[config.mk]
export PLATFORM = sky130hd
export DESIGN_NAME = delay_calibrator
export DESIGN_NICKNAME = d
export VERILOG_FILES = /design/src/rtl/dlycal_pkg.sv /design/src/rtl/coinc_window_counter.sv /design/src/rtl/delay_calibrator.sv
export SDC_FILE = /design/constraint.sdc
export NUM_CORES = 1
export LEC_CHECK = 0
export ABC_AREA = 1
export CELL_PAD_IN_SITES_DETAIL_PLACEMENT = 1
export CELL_PAD_IN_SITES_GLOBAL_PLACEMENT = 1
export CORE_MARGIN = 8
export CORE_UTILIZATION = 41
export CTS_CLUSTER_DIAMETER = 100
export DETAILED_ROUTE_END_ITERATION = 7
export MAX_ROUTING_LAYER = met4
export PLACE_DENSITY = 0.82
export SLEW_MARGIN = 20
export SYNTH_ARGS = -nofsm -noshare
export SYNTH_HDL_FRONTEND = slang
export SYNTH_SLANG_ARGS = --single-unit
[constraint.sdc]
create_clock -name Clk -period 2.5 [get_ports Clk]
set_input_delay 0.5 -clock Clk [delete_from_list [all_inputs] [get_ports Clk]]
set_output_delay 0.5 -clock Clk [all_outputs]
set_load 0.005 [all_outputs]
[src/rtl/dlycal_pkg.sv]
// rtl/dlycal_pkg.sv - shared constants, FSM state type and delay clamp for the delay calibrator
package dlycal_pkg;

  localparam int NCHAN      = 4;
  localparam int NREGS      = 10;
  localparam int DBITS      = 4;
  localparam int WBITS      = 16;
  localparam int CBITS      = 16;
  localparam int CHBITS     = (NCHAN > 1) ? $clog2(NCHAN) : 1;
  localparam int SETTLE_CYC = NREGS + 2;
  localparam int TBITS      = $clog2(SETTLE_CYC);

  typedef enum logic [2:0] {
    IDLE,
    SETTLE,
    COUNT,
    EVAL,
    DONE
  } state_t;

  // Tap indices above the last physical delay stage select the last stage.
  function automatic logic [DBITS-1:0] clamp_delay(input logic [DBITS-1:0] v);
    return (int'(v) > NREGS - 1) ? DBITS'(NREGS - 1) : v;
  endfunction

endpackage

[src/rtl/coinc_window_counter.sv]
// rtl/coinc_window_counter.sv - count-window down-counter with saturating coincidence counter
module coinc_window_counter
  import dlycal_pkg::*;
#(
  parameter int LEN_W = WBITS,
  parameter int CNT_W = CBITS
) (
  input  logic             Clk,
  input  logic             Rst_n,
  input  logic             Load,
  input  logic [LEN_W-1:0] Len,
  input  logic             Hit,
  output logic [CNT_W-1:0] Cnt,
  output logic             Expired
);

  logic [LEN_W-1:0] r_rem;
  logic [CNT_W-1:0] r_cnt;

  // Load arms a window of max(Len,1) cycles; hits only count while cycles remain.
  always_ff @(posedge Clk or negedge Rst_n) begin
    if (!Rst_n) begin
      r_rem <= '0;
      r_cnt <= '0;
    end else if (Load) begin
      r_rem <= (Len == '0) ? LEN_W'(1) : Len;
      r_cnt <= '0;
    end else if (r_rem != '0) begin
      r_rem <= r_rem - 1'b1;
      if (Hit && (r_cnt != '1))
        r_cnt <= r_cnt + 1'b1;
    end
  end

  assign Cnt     = r_cnt;
  // High during the last cycle of the window: the window closes on this edge.
  assign Expired = (r_rem == LEN_W'(1));

endmodule

[src/rtl/delay_calibrator.sv]
// rtl/delay_calibrator.sv - delay-select register file with automatic coincidence sweep calibration
module delay_calibrator
  import dlycal_pkg::*;
(
  input  logic                         Clk,
  input  logic                         Rst_n,
  input  logic                         Start,
  input  logic                         Abort,
  input  logic [WBITS-1:0]             WindowLen,
  input  logic                         CfgWe,
  input  logic [CHBITS-1:0]            CfgChan,
  input  logic [DBITS-1:0]             CfgDelay,
  input  logic [NCHAN-1:0]             DlayChann,
  output logic [NCHAN-1:0][DBITS-1:0]  Delays,
  output logic                         Busy,
  output logic                         Done,
  output logic [NCHAN-1:0]             NoCoinc
);

  state_t                      r_state;
  logic [NCHAN-1:0][DBITS-1:0] r_delays;
  logic [NCHAN-1:0][DBITS-1:0] r_snap;
  logic [NCHAN-1:0]            r_nocoinc;
  logic                        r_busy;
  logic                        r_done;
  logic [CHBITS-1:0]           r_c;
  logic [DBITS-1:0]            r_d;
  logic [DBITS-1:0]            r_bestd;
  logic [CBITS-1:0]            r_best;
  logic [TBITS-1:0]            r_tmr;

  logic [CBITS-1:0]            w_cnt;
  logic                        w_expired;
  logic                        w_load;
  logic                        w_hit;
  logic                        w_abort;
  logic                        w_better;
  logic [CBITS-1:0]            w_fin_best;
  logic [DBITS-1:0]            w_fin_bestd;

  assign w_hit       = DlayChann[0] & DlayChann[r_c];
  assign w_abort     = Abort && (r_state inside {SETTLE, COUNT, EVAL});
  assign w_load      = (r_state == SETTLE) && (r_tmr == TBITS'(SETTLE_CYC - 1)) && !Abort;
  // Strictly greater keeps the lower tap on equal counts.
  assign w_better    = (w_cnt > r_best);
  assign w_fin_best  = w_better ? w_cnt : r_best;
  assign w_fin_bestd = w_better ? r_d : r_bestd;

  coinc_window_counter #(
    .LEN_W (WBITS),
    .CNT_W (CBITS)
  ) u_win (
    .Clk     (Clk),
    .Rst_n   (Rst_n),
    .Load    (w_load),
    .Len     (WindowLen),
    .Hit     (w_hit),
    .Cnt     (w_cnt),
    .Expired (w_expired)
  );

  // Calibration sequencer: owns the delay selects, snapshot and all status outputs.
  always_ff @(posedge Clk or negedge Rst_n) begin
    if (!Rst_n) begin
      r_state   <= IDLE;
      r_delays  <= '0;
      r_snap    <= '0;
      r_nocoinc <= '0;
      r_busy    <= 1'b0;
      r_done    <= 1'b0;
      r_c       <= '0;
      r_d       <= '0;
      r_bestd   <= '0;
      r_best    <= '0;
      r_tmr     <= '0;
    end else begin
      r_done <= 1'b0;
      if (w_abort) begin
        r_delays  <= r_snap;
        r_busy    <= 1'b0;
        r_nocoinc <= '0;
        r_state   <= IDLE;
      end else begin
        case (r_state)
          IDLE: begin
            // Start wins over a simultaneous manual write.
            if (Start) begin
              r_snap      <= r_delays;
              r_delays[0] <= '0;
              if (NCHAN > 1)
                r_delays[1] <= '0;
              r_c       <= CHBITS'(1);
              r_d       <= '0;
              r_best    <= '0;
              r_bestd   <= '0;
              r_tmr     <= '0;
              r_nocoinc <= '0;
              r_busy    <= 1'b1;
              if (NCHAN == 1) begin
                r_done  <= 1'b1;
                r_state <= DONE;
              end else begin
                r_state <= SETTLE;
              end
            end else if (CfgWe && (int'(CfgChan) < NCHAN)) begin
              r_delays[CfgChan] <= clamp_delay(CfgDelay);
            end
          end
          SETTLE: begin
            if (r_tmr == TBITS'(SETTLE_CYC - 1)) begin
              r_tmr   <= '0;
              r_state <= COUNT;
            end else begin
              r_tmr <= r_tmr + 1'b1;
            end
          end
          COUNT: begin
            if (w_expired)
              r_state <= EVAL;
          end
          EVAL: begin
            if (r_d < DBITS'(NREGS - 1)) begin
              r_best        <= w_fin_best;
              r_bestd       <= w_fin_bestd;
              r_d           <= r_d + 1'b1;
              r_delays[r_c] <= r_d + 1'b1;
              r_state       <= SETTLE;
            end else begin
              r_delays[r_c]  <= w_fin_bestd;
              r_nocoinc[r_c] <= (w_fin_best == '0);
              r_best         <= '0;
              r_bestd        <= '0;
              r_d            <= '0;
              if (r_c != CHBITS'(NCHAN - 1)) begin
                r_c                  <= r_c + 1'b1;
                r_delays[r_c + 1'b1] <= '0;
                r_state              <= SETTLE;
              end else begin
                r_done  <= 1'b1;
                r_state <= DONE;
              end
            end
          end
          DONE: begin
            r_busy  <= 1'b0;
            r_state <= IDLE;
          end
          default: r_state <= IDLE;
        endcase
      end
    end
  end

  assign Delays  = r_delays;
  assign Busy    = r_busy;
  assign Done    = r_done;
  assign NoCoinc = r_nocoinc;

endmodule

; Word level (Yosys, flattened, before mapping)
; Cells that the tools add are included.
[op_classes]
n_shift = 0
mul = 0
bitwise_logic = 4
reduce_logical = 29
n_div = 0
magnitude_cmp = 9
addsub = 5
muxes = 61
n_eq_ne = 18
[op_table]
columns = op, count
row1 = 2-to-1 mux 16 bit, 13
row2 = case mux 16 bit (2 select lines), 2
row3 = bitwise mux 16 bit, 3
row4 = 2-to-1 mux 4 bit, 11
row5 = logical NOT 16 bit, 2
row6 = case mux 4 bit (2 select lines), 4
row7 = demux 4 bit (select 2 bit), 3
row8 = 2-to-1 mux 3 bit, 6
row9 = AND reduction 3 bit, 6
row10 = adder 16 x 1 -> 16 bit (second input constant), 1
row11 = bitwise AND 16 bit, 1
row12 = == test 16 x 1 -> 1 bit (second input constant), 1
row13 = > comparator 16 bit, 1
row14 = 2-to-1 mux 8 bit, 2
row15 = != test 16 bit (second input constant), 1
row16 = inverter 16 bit, 1
row17 = nonzero test 16 bit, 1
row18 = subtractor 16 x 1 -> 16 bit (second input constant), 1
row19 = != test 3 bit (second input constant), 4
row20 = case mux 3 bit (4 select lines), 1
row21 = < comparator 2 x 3 -> 1 bit (second input constant), 3
row22 = nonzero test 3 bit, 3
row23 = adder 4 x 1 -> 4 bit (second input constant), 2
row24 = 2-to-1 mux 1 bit, 8
row25 = other kinds (26), 45
[word_totals]
mem_bits_ro = 0
register_bits = 103
inputBits = 31
elab_cells = 145
mem_bits_rw = 0
n_memories = 0
latch_bits = 0

; Longest topological paths before layout
; Gate-level depths: netlist (run 1).
[logic_depth]
depth_word = 11
depth_mapped = 21

; By module
; A second synthesis (run 1) with hierarchy kept.
[hier_totals]
cells_unflattened = 926
area_unflattened_um2 = 6882.9
[by_module_without_submodules]
columns = mod, seq_area_each_um2, area_each_um2, cells_per_inst, instances
row1 = delay_calibrator, 1776.7, 4460.5, 578, 1
row2 = coinc_window_counter, 800.8, 2422.3, 348, 1

; Worst setup path after synthesis (run 1)
; Ideal clock, no wire load.
[synth_path]
kind = register to register
from = reg u_win.r_cnt[6] (netlist: u_win.Cnt[6])
to = reg r_nocoinc[0] (netlist: NoCoinc[0])
path_buffers = 1
t_arrival_ps = 2004
period_less_slack_ps = 2070
setup_ps = 65
stages_incl_launch_ff = 17
t_required_ps = 2435
slack_ps = 430
path_cell_list = dfrtp_1 ha_1 nand2_1 nor2_1 nand2_1 nand2_1 nand2_1 nand2_2 nand2_1 buf_4 o21ai_1 nand2_1 nor2_1 nand2_1 nor2_2 nand3_1 nand2_1
[synth_via]
elab_chain_len = 7
[synth_rtl]
columns = item, line_no
row1 = "start, declared", coinc_window_counter.sv:18  ; logic [CNT_W-1:0] r_cnt;
row2 = "start signal, assigned", coinc_window_counter.sv:31  ; r_cnt <= r_cnt + 1'b1;
row3 = > comparator 16 bit, delay_calibrator.sv:45  ; assign w_better = (w_cnt > r_best);
row4 = 2-to-1 mux 16 bit *, delay_calibrator.sv:46  ; assign w_fin_best = w_better ? w_cnt : r_best;
row5 = logical NOT 16 bit *, delay_calibrator.sv:130  ; r_nocoinc[r_c] <= (w_fin_best == '0);
row6 = bitwise mux 4 bit *, delay_calibrator.sv:130
row7 = 2-to-1 mux 4 bit *, delay_calibrator.sv:122  ; if (r_d < DBITS'(NREGS - 1)) begin
row8 = case mux 4 bit (2 select lines) *, delay_calibrator.sv:84  ; case (r_state)
row9 = 2-to-1 mux 4 bit *, delay_calibrator.sv:78  ; if (w_abort) begin
row10 = "end signal, assigned by index", delay_calibrator.sv:130
row11 = "end, declared", delay_calibrator.sv:23  ; logic [NCHAN-1:0] r_nocoinc;
; Mark *: on every way between the ends. The rest lies on a longest branch, timed or not. The select of a mux whose other input is x is not followed.
; A chain may end at the register's enable or synchronous reset.

; Worst setup path in the final report (run 1)
[layout_path]
from = reg r_best[15]
to = reg r_nocoinc[2] (netlist: NoCoinc[2])
[layout_via]
elab_chain_len = 7
[layout_rtl]
columns = item, line_no
row1 = "start, declared", delay_calibrator.sv:29  ; logic [CBITS-1:0] r_best;
row2 = "start signal, assigned", delay_calibrator.sv:123  ; r_best <= w_fin_best;
row3 = > comparator 16 bit, delay_calibrator.sv:45
row4 = 2-to-1 mux 16 bit *, delay_calibrator.sv:46
row5 = logical NOT 16 bit *, delay_calibrator.sv:130
row6 = bitwise mux 4 bit *, delay_calibrator.sv:130
row7 = 2-to-1 mux 4 bit *, delay_calibrator.sv:122
row8 = case mux 4 bit (2 select lines) *, delay_calibrator.sv:84
row9 = 2-to-1 mux 4 bit *, delay_calibrator.sv:78
; Marks and branches as above.

==> results of run 1 <==
cells in the mapped netlist (all sizes together):
cell type,count,share of area [%]
or2,2,0.19
inv,126,7.4
nor3,26,2.9
xor2,7,0.94
ha,26,5.0
a22o,1,0.13
buf,6,0.58
nand4,6,0.58
clkinv,2,0.19
a311oi,2,0.27
nor4,5,0.48
a22oi,3,0.42
clkbuf,18,1.0
nand3b,2,0.23
nand3,51,4.1
o221ai,2,0.37
o22ai,20,1.9
a221oi,2,0.27
a31oi,7,0.67
a211oi,4,0.46
o211ai,8,0.92
o21a,1,0.12
o41ai,1,0.13
o21ai,73,5.8
xnor2,1,0.13
dfrtp,103,40
a21oi,50,4.0
nor2,89,6.0
o21bai,3,0.35
a21o,1,0.12
o311ai,1,0.13
nand2,234,14
o31ai,3,0.35
report_power, final:
part / switching [uW] / total, uW / leakage [uW] / internal [uW]
registers: 479 / 2760 / 0.00132 / 2280
logic: 4070 / 6680 / 0.00240 / 2600
clock network: 648 / 1450 / 0.000143 / 801
cell families (layout without fill, tap and decap cells):
logic type | after synthesis | count (layout) | synth area share (%)
AO/OA/AOI/OAI | 182 | 182 | 16.5
XOR/XNOR | 8 | 8 | 1.08
adder cells (fa/ha/maj) | 26 | 26 | 5.01
buffers and inverters | 152 | 247 | 9.17
flip-flops | 103 | 103 | 39.7
AND/OR/NAND/NOR | 415 | 415 | 28.6
worst register-to-register path, cell delays in order (launching register included):
cell	delay, ns
sky130_fd_sc_hd__dfrtp_1	0.38
sky130_fd_sc_hd__inv_1	0.11
sky130_fd_sc_hd__ha_1	0.28
sky130_fd_sc_hd__a21oi_1	0.19
sky130_fd_sc_hd__o21ai_1	0.12
sky130_fd_sc_hd__a21oi_2	0.17
sky130_fd_sc_hd__nand2_2	0.12
sky130_fd_sc_hd__nand2_4	0.16
sky130_fd_sc_hd__clkbuf_16	0.18
sky130_fd_sc_hd__nand2_1	0.08
sky130_fd_sc_hd__o21ai_4	0.08
sky130_fd_sc_hd__nand2_1	0.07
sky130_fd_sc_hd__nor2_1	0.10
sky130_fd_sc_hd__nand2_1	0.10
sky130_fd_sc_hd__nor2_4	0.18
sky130_fd_sc_hd__nand3_2	0.08
sky130_fd_sc_hd__nand2_1	0.10
registers in the layout, indices dropped and copies added, names as in the netlist:
signal       cells
NoCoinc          4
r_d              4
r_state          3
r_tmr            4
r_snap          16
Busy             1
u_win.Cnt       16
u_win.r_rem     16
r_c              2
r_bestd          4
Done             1
r_best          16
Delays          16
per-stage QoR:
| step | std cells | TNS, ns | setup slack [ns] |
|---|---|---|---|
| floorplan | 886 | 0 | 0.430 |
| global placement | 1177 | -0.0247 | -0.0247 |
| detailed placement | 1177 | -0.972 | -0.0743 |
| CTS | 1192 | 0 | 0.00775 |
| global route | 1197 | -1.90 | -0.198 |
| finish | 1197 | -0.191 | -0.0687 |
cells in the final DEF, fill, tap and decap left out, types with 3 or more instances in the layout:
cell type,instances
sky130_fd_sc_hd__buf_12,3
sky130_fd_sc_hd__o211ai_1,8
sky130_fd_sc_hd__nand3_1,45
sky130_fd_sc_hd__inv_2,12
sky130_fd_sc_hd__o31ai_1,3
sky130_fd_sc_hd__o22ai_1,20
sky130_fd_sc_hd__nor2_4,3
sky130_fd_sc_hd__nor2_1,82
sky130_fd_sc_hd__nor4_1,5
sky130_fd_sc_hd__nor3_1,19
sky130_fd_sc_hd__nand4_1,6
sky130_fd_sc_hd__xor2_1,7
sky130_fd_sc_hd__nand3_2,6
sky130_fd_sc_hd__a31oi_1,7
sky130_fd_sc_hd__nor3_4,5
sky130_fd_sc_hd__o21bai_1,3
sky130_fd_sc_hd__clkdlybuf4s50_1,51
sky130_fd_sc_hd__nand2_4,3
sky130_fd_sc_hd__o21ai_4,3
sky130_fd_sc_hd__clkbuf_16,11
sky130_fd_sc_hd__nand2_1,217
sky130_fd_sc_hd__o21ai_1,8
sky130_fd_sc_hd__o21ai_0,60
sky130_fd_sc_hd__ha_4,6
sky130_fd_sc_hd__a21oi_1,42
sky130_fd_sc_hd__inv_1,113
sky130_fd_sc_hd__ha_1,20
sky130_fd_sc_hd__buf_4,45
sky130_fd_sc_hd__a211oi_1,4
sky130_fd_sc_hd__nand2_2,13
sky130_fd_sc_hd__dfrtp_1,101
sky130_fd_sc_hd__a21oi_2,8
final cells by class:
| type | instances | area [um2] |
|---|---|---|
| Tap cell | 216 | 270 |
| Clock buffer | 12 | 246 |
| Multi-Input combinational cell | 631 | 3510 |
| Fill cell | 2001 | 7570 |
| Clock inverter | 3 | 43.8 |
| Sequential cell | 103 | 2580 |
| Inverter | 128 | 490 |
| Timing Repair Buffer | 104 | 996 |
per-layer routing:
layer / share of wire, % / routed length, um
met1: 46 / 9820
met2: 49 / 10400
met3: 3.6 / 767
met4: 2.0 / 429
met5: 0 / 0
worst min-delay path by stage:
stage / slack (ns) / to / start
finish: 0.11 / u_win.r_rem[1] / Rst_n
global route: 0.14 / u_win.r_rem[0] / Rst_n
CTS: 0.12 / u_win.r_rem[1] / Rst_n
detailed placement: 0.48 / r_tmr[2] / r_tmr[2]
global placement: 0.46 / r_snap[3] / r_snap[3]
floorplan: 0.20 / Busy / Rst_n
timing repair:
item	CTS	global route
gates cloned	0	2
pin swaps	0	15
hold endpoints to repair	0	0
buffers inserted	0	3
resized for setup	3	50
endpoints found under the setup margin	1	19
==> tab_implementation.tex, run 1 <==
\begin{tabular}{lr}
\hline
Metric & Value \\
\hline
\multicolumn{2}{l}{\textbf{Run status}} \\
Status & finished, violations left \\
Violations in the final reports & negative setup slack \\
\multicolumn{2}{l}{\textbf{Clocking}} \\
TritonCTS clock tree & done \\
Total number of clock tree sinks & 103 \\
Clk Tree Root Cell & sky130\_fd\_sc\_hd\_\_clkbuf\_16 \\
Clock latency at the later pin of the worst-skew pair & roughly 0.36 ns \\
Number of buffers created by CTS & 9 \\
CTS HTree Levels & 3 \\
Cts hold-fix bufs & 0 \\
Worst-case clock buffer depth & 2 \\
Clock slew at reported path FFs & about 0.07 ns \\
\multicolumn{2}{l}{\textbf{Timing}} \\
Final Hold Slack & 0.111 ns \\
Setup skew after layout & 0.0114 ns \\
Portion of the clock cycle consumed by the worst path in the final layout & 103\% \\
Setup violation total in the final timing report & 4 \\
Final period demand of the worst path & 2.57 ns \\
Highest achievable clock rate & 389 MHz \\
Unrepaired setup endpoints after global routing & true \\
Final worst slack & -0.0687 ns \\
Worst slew margin relative to its limit & 47.5\% \\
Transition time at the pin with the least slew margin & approximately 0.79 ns \\
Final-report max-slew violation count & 0 \\
Number of hold violations in the final report & 0 \\
\multicolumn{2}{l}{\textbf{Global route}} \\
Global-route track usage on met1 & approximately 28\% \\
Sum of overflow across all layers after global routing & 0 \\
Antenna violations before repair & 0 \\
Global-route track usage on met2 & a little over a third \\
Largest net degree at the start of global routing & 40 \\
Grt peak-use layer & met2 \\
Global-route wire length before repair & 34.2 mm \\
Tot GR Track Use & 21.8\% \\
Vias in the first global route & 6676 \\
Met3 usage in global routing & 2.35\% \\
\multicolumn{2}{l}{\textbf{Pwr}} \\
VDD IR-drop max & 0.513 mV \\
Final Power & between 10000 and 15000 uW \\
Cell leakage power & between 0.003 and 0.004 uW \\
Pwr Density & about 1300 nW/um2 \\
\multicolumn{2}{l}{\textbf{Synth}} \\
Count of synthesis-stage warnings from yosys & 0 \\
Number of standard cells after synthesis & 886 \\
Flip-flop and latch count after synthesis & between 100 and 150 \\
Count of cell types in the netlist & between 50 and 60 \\
Synth Area per Inst & 7.33 um2 \\
Area of the mapped netlist & 6500 um2 \\
Number of nets produced by synthesis & 943 \\
Proportion of synthesized chip area in sequential cells & between 30 and 40\% \\
\multicolumn{2}{l}{\textbf{Floorplan}} \\
Core area & 15700 um2 \\
Die extent in y & around 140 um \\
Die ar. & 20100 um2 \\
Site Rows & 46 \\
Horizontal extent of the die & 142 um \\
Initial cell density of the core & 41.3\% \\
Count of pins on the block boundary & 53 \\
\multicolumn{2}{l}{\textbf{Routing}} \\
Detailed-route via count & 6461 \\
Average wire per standard cell & 17.9 um \\
Wirelength, routed & 21.4 mm \\
Number of detailed-routing iterations run before antenna repair & 5 \\
Via-to-Cell Ratio & 5.40 \\
Violation count after the first detailed-routing iteration & 414 \\
Count of antenna-violating nets left after detailed routing & 0 \\
DRC violation count after routing & 0 \\
\multicolumn{2}{l}{\textbf{Worst setup path}} \\
Crit Path Class & reg -> reg \\
Peak fanout along the critical path & 6 \\
Slowest cell on the critical path & sky130\_fd\_sc\_hd\_\_dfrtp\_1 \\
Worst reg2reg path startpoint & r\_best[15] \\
Reg2Reg Depth & 16 \\
Delay contributed by the slowest stage of the critical path & between 0.3 and 0.4 ns \\
Count of buffering cells on the critical path with inverters included & 2 \\
Gate family responsible for the most delay along the worst path & simple AND/OR/NAND/NOR gates \\
WP depth & 16 \\
Cell repeated most along the worst path & sky130\_fd\_sc\_hd\_\_nand2\_1 \\
Worst endpoint required time & approximately 2.8 ns \\
Worst r2r dst & NoCoinc[2] \\
Crit start category & register \\
Endpoint arrival time on the critical path & around 2.9 ns \\
Setup crit start & r\_best[15] \\
Critical Path End Type & register \\
Setup slack of the most critical reg-to-reg path & -0.07 ns \\
Critical path cell sequence & inv\_1 -> ha\_1 -> a21oi\_1 -> o21ai\_1 -> a21oi\_2 -> nand2\_2 -> nand2\_4 -> clkbuf\_16 -> nand2\_1 -> o21ai\_4 -> nand2\_1 -> nor2\_1 -> nand2\_1 -> nor2\_4 -> nand3\_2 -> nand2\_1 \\
Crit path to & NoCoinc[2] \\
\multicolumn{2}{l}{\textbf{Cells and area}} \\
Final design utilization & approximately half \\
Post-route design area & a little over 8000 um2 \\
Number of antenna cells inserted & 0 \\
Final \#Nets & 1034 \\
Layout cell share with drive strength beyond 1 & roughly 14\% \\
Synthesis-to-finish area growth & 25.3\% \\
\multicolumn{2}{l}{\textbf{Worst hold path}} \\
Path class of the lowest-slack min-delay path & in -> async \\
\multicolumn{2}{l}{\textbf{Place}} \\
Post-detail-place hpwl & 15.8 mm \\
Quantity of I/O buffers inserted on ports & 52 \\
RePlAce Congestion & between 0.9 and 1 \\
DP Area & 7570 um2 \\
\multicolumn{2}{l}{\textbf{Run}} \\
Count of max-cap constraint violations & 0 \\
\hline
\end{tabular}
Note: power is estimated with default switching activity, not from simulation.
==> run 2: changes to the inputs <==
--- a/config.mk
+++ b/config.mk
@@ -14,6 +14,7 @@
 export DETAILED_ROUTE_END_ITERATION = 7
 export MAX_ROUTING_LAYER = met4
 export PLACE_DENSITY = 0.82
+export REMOVE_ABC_BUFFERS = 1
 export SLEW_MARGIN = 20
 export SYNTH_ARGS = -nofsm -noshare
 export SYNTH_HDL_FRONTEND = slang
==> tab_implementation.tex, run 2 (synthesis gave the netlist of run 1 again) <==
\begin{tabular}{lr}
\hline
Metric & Value \\
\hline
\multicolumn{2}{l}{\textbf{Clocking}} \\
Clock latency at the later pin of the worst-skew pair & 0.36 ns (about the same) \\
Number of buffers created by CTS & 9 (unchanged) \\
Clock slew at reported path FFs & 0.08 ns (about the same) \\
Cts hold-fix bufs & 0 (unchanged) \\
Total number of clock tree sinks & 103 (unchanged) \\
Worst-case clock buffer depth & 2 (unchanged) \\
Clk Tree Root Cell & sky130\_fd\_sc\_hd\_\_clkbuf\_16 \\
TritonCTS clock tree & done \\
CTS HTree Levels & 3 (unchanged) \\
\multicolumn{2}{l}{\textbf{Timing}} \\
Worst slew margin relative to its limit & 49.7\% (+2.2 points) \\
Number of hold violations in the final report & 0 (unchanged) \\
Final-report max-slew violation count & 0 (unchanged) \\
Final period demand of the worst path & 2.53 ns (-0.0371 ns) \\
Setup skew after layout & 0.00730 ns (-0.00413 ns) \\
Portion of the clock cycle consumed by the worst path in the final layout & 101\% (-1.5 points) \\
Setup violation total in the final timing report & 3 (-1) \\
Unrepaired setup endpoints after global routing & true \\
Final worst slack & -0.0316 ns (+0.0371 ns) \\
Highest achievable clock rate & 395 MHz (+1.5\%) \\
Transition time at the pin with the least slew margin & 0.754 ns (-0.0330 ns) \\
\multicolumn{2}{l}{\textbf{Global route}} \\
Met3 usage in global routing & 2.79\% (+0.44 points) \\
Sum of overflow across all layers after global routing & 0 (unchanged) \\
Antenna violations before repair & 0 (unchanged) \\
Global-route track usage on met1 & 28.2\% (+0.22 points) \\
Global-route track usage on met2 & 36.5\% (+0.94 points) \\
Largest net degree at the start of global routing & 39 (-2.5\%) \\
Vias in the first global route & 6950 (+4.1\%) \\
Global-route wire length before repair & 35.0 mm (+2.3\%) \\
Tot GR Track Use & 22.5\% (+0.65 points) \\
Grt peak-use layer & met2 \\
\multicolumn{2}{l}{\textbf{Worst setup path}} \\
Count of buffering cells on the critical path with inverters included & 2 (unchanged) \\
Cell repeated most along the worst path & sky130\_fd\_sc\_hd\_\_nand2\_1 \\
Peak fanout along the critical path & 6 (unchanged) \\
Critical Path End Type & register \\
Worst endpoint required time & 2.80 ns (about the same) \\
Crit Path Class & reg -> reg \\
Slowest cell on the critical path & sky130\_fd\_sc\_hd\_\_dfrtp\_1 \\
Gate family responsible for the most delay along the worst path & simple AND/OR/NAND/NOR gates \\
Endpoint arrival time on the critical path & 2.83 ns (-0.03 ns) \\
Setup slack of the most critical reg-to-reg path & -0.03 ns (+0.04 ns) \\
Delay contributed by the slowest stage of the critical path & 0.42 ns (+0.04 ns) \\
Critical path cell sequence & ha\_1 -> nand4\_1 -> nor3\_2 -> buf\_4 -> nand3\_4 -> nand2\_8 -> clkbuf\_16 -> nand2\_1 -> nand2\_1 -> nand2\_1 -> nor2\_1 -> nand2\_1 -> nor2\_4 -> nand3\_2 -> nand2\_1 \\
Crit start category & register \\
\multicolumn{2}{l}{\textbf{Floorplan}} \\
Core area & 15700 um2 (unchanged) \\
Count of pins on the block boundary & 53 (unchanged) \\
Initial cell density of the core & 41.3\% (unchanged) \\
Die extent in y & 142 um (unchanged) \\
Horizontal extent of the die & 142 um (unchanged) \\
Die ar. & 20100 um2 (unchanged) \\
Site Rows & 46 (unchanged) \\
\multicolumn{2}{l}{\textbf{Routing}} \\
DRC violation count after routing & 0 (unchanged) \\
Count of antenna-violating nets left after detailed routing & 0 (unchanged) \\
Number of detailed-routing iterations run before antenna repair & 5 (unchanged) \\
Average wire per standard cell & 18.2 um (+2.0\%) \\
Violation count after the first detailed-routing iteration & 416 (+0.48\%) \\
Via-to-Cell Ratio & 5.46 (+1.1\%) \\
Detailed-route via count & 6617 (+2.4\%) \\
Wirelength, routed & 22.1 mm (+3.3\%) \\
\multicolumn{2}{l}{\textbf{Cells and area}} \\
Final design utilization & 52.6\% (+0.84 points) \\
Final \#Nets & 1049 (+1.5\%) \\
Most common cell after layout, fill and taps aside & sky130\_fd\_sc\_hd\_\_nand2\_1 \\
Synthesis-to-finish area growth & 27.3\% \\
Layout cell share with drive strength beyond 1 & 15.9\% (+1.5 points) \\
Number of antenna cells inserted & 0 (unchanged) \\
Non-filler cells in the finished layout & 1213 (+1.3\%) \\
Filler Cells Inserted & 1948 (-2.6\%) \\
Highest-count cells in the layout ignoring fill and taps & sky130\_fd\_sc\_hd\_\_nand2\_1, sky130\_fd\_sc\_hd\_\_inv\_1, sky130\_fd\_sc\_hd\_\_dfrtp\_1 \\
\multicolumn{2}{l}{\textbf{Worst hold path}} \\
Path class of the lowest-slack min-delay path & in -> async \\
\multicolumn{2}{l}{\textbf{Run status}} \\
Violations in the final reports & negative setup slack \\
Status & finished, violations left \\
\multicolumn{2}{l}{\textbf{Place}} \\
Quantity of I/O buffers inserted on ports & 52 (unchanged) \\
Dpl ws & -0.155 ns (-0.0809 ns) \\
RePlAce Congestion & 0.918 (+0.49\%) \\
Post-detail-place hpwl & 16.1 mm (+1.9\%) \\
Placed cell count & 1190 (+1.1\%) \\
\multicolumn{2}{l}{\textbf{Pwr}} \\
VDD IR-drop max & 0.623 mV (+22\%) \\
Pwr Density & 1390 nW/um2 (+3.6\%) \\
Final Power & 11500 uW (+5.2\%) \\
Cell leakage power & 0.00393 uW (+1.7\%) \\
\multicolumn{2}{l}{\textbf{Run}} \\
Count of max-cap constraint violations & 0 (unchanged) \\
\hline
\end{tabular}
## run 2: changes by cell type in the layout (fill, tap and decap cells not counted), sizes merged
cell | previous run | this run
inv | 126 | 127
buf | 51 | 66
clkbuf | 14 | 13
clkinvlp | 0 | 1
## run 2: what timing repair did
action | 4_1_cts | 5_1_grt
gates cloned | 0 | 3
endpoints found under the setup margin | 11 | 29
pin swaps | 0 | 15
setup buffers | 0 | 4
gates resized for setup | 6 | 51
## run 2: path summary, 6_finish.rpt
kind / startpoint / to / depth (start not counted)
max: u_win.Cnt[9] / NoCoinc[1] / 15
min: Rst_n / u_win.r_rem[10] / 1
max reg2reg: u_win.Cnt[9] / NoCoinc[1] / 15
min reg2reg: r_snap[2] / r_snap[2] / 2
max in group asynchronous: Rst_n / u_win.Cnt[6] / 2
min in group Clk: r_snap[2] / r_snap[2] / 2
## run 2: worst register-to-register path: cells and delay by family, from the launching register on
family	cells	cell delay (ns)
simple gates	12	1.38
buf+inv	2	0.33
fa+ha+maj	1	0.34
flops	1	0.42
## run 2: final cells by class
class	count	area (um2)	area share, %
Multi-Input combinational cell	631	3530	42.7
Sequential cell	103	2580	31.2
Timing Repair Buffer	119	1100	13.4
Inverter	128	490	5.93
Tap cell	216	270	3.27
Clock buffer	11	243	2.94
Clock inverter	5	56.3	0.681
## run 2: through the flow
stage	cell area, um2	TNS [ns]	hold WS, ns
floorplan	6390	-8.23	0.204
global route	8270	-1.14	0.0179
detailed placement	7650	-3.70	0.394
global placement	7650	-0.0248	0.392
CTS	7970	0	0.0105
finish	8270	-0.0854	0.00738
## run 2: metal layers
layer	vias to the layer above	part of all wire [%]
met5	-	0
met3	45	3.6
met2	173	49
li1	3130	-
met4	0	2.6
met1	3269	45
## run 2: report_power, final
part,internal (uW),switching [uW]
Combinational,2880,4360
Clock,806,677
Sequential,2280,458
Total,5970,5490
==> run 3: changes to the inputs <==
--- a/config.mk
+++ b/config.mk
@@ -15,7 +15,7 @@
 export MAX_ROUTING_LAYER = met4
 export PLACE_DENSITY = 0.82
 export REMOVE_ABC_BUFFERS = 1
-export SLEW_MARGIN = 20
+export SLEW_MARGIN = 0
 export SYNTH_ARGS = -nofsm -noshare
 export SYNTH_HDL_FRONTEND = slang
 export SYNTH_SLANG_ARGS = --single-unit
==> results of run 3 <==
Same layout as run 2: the final DEF is identical, and so are final timing and power.
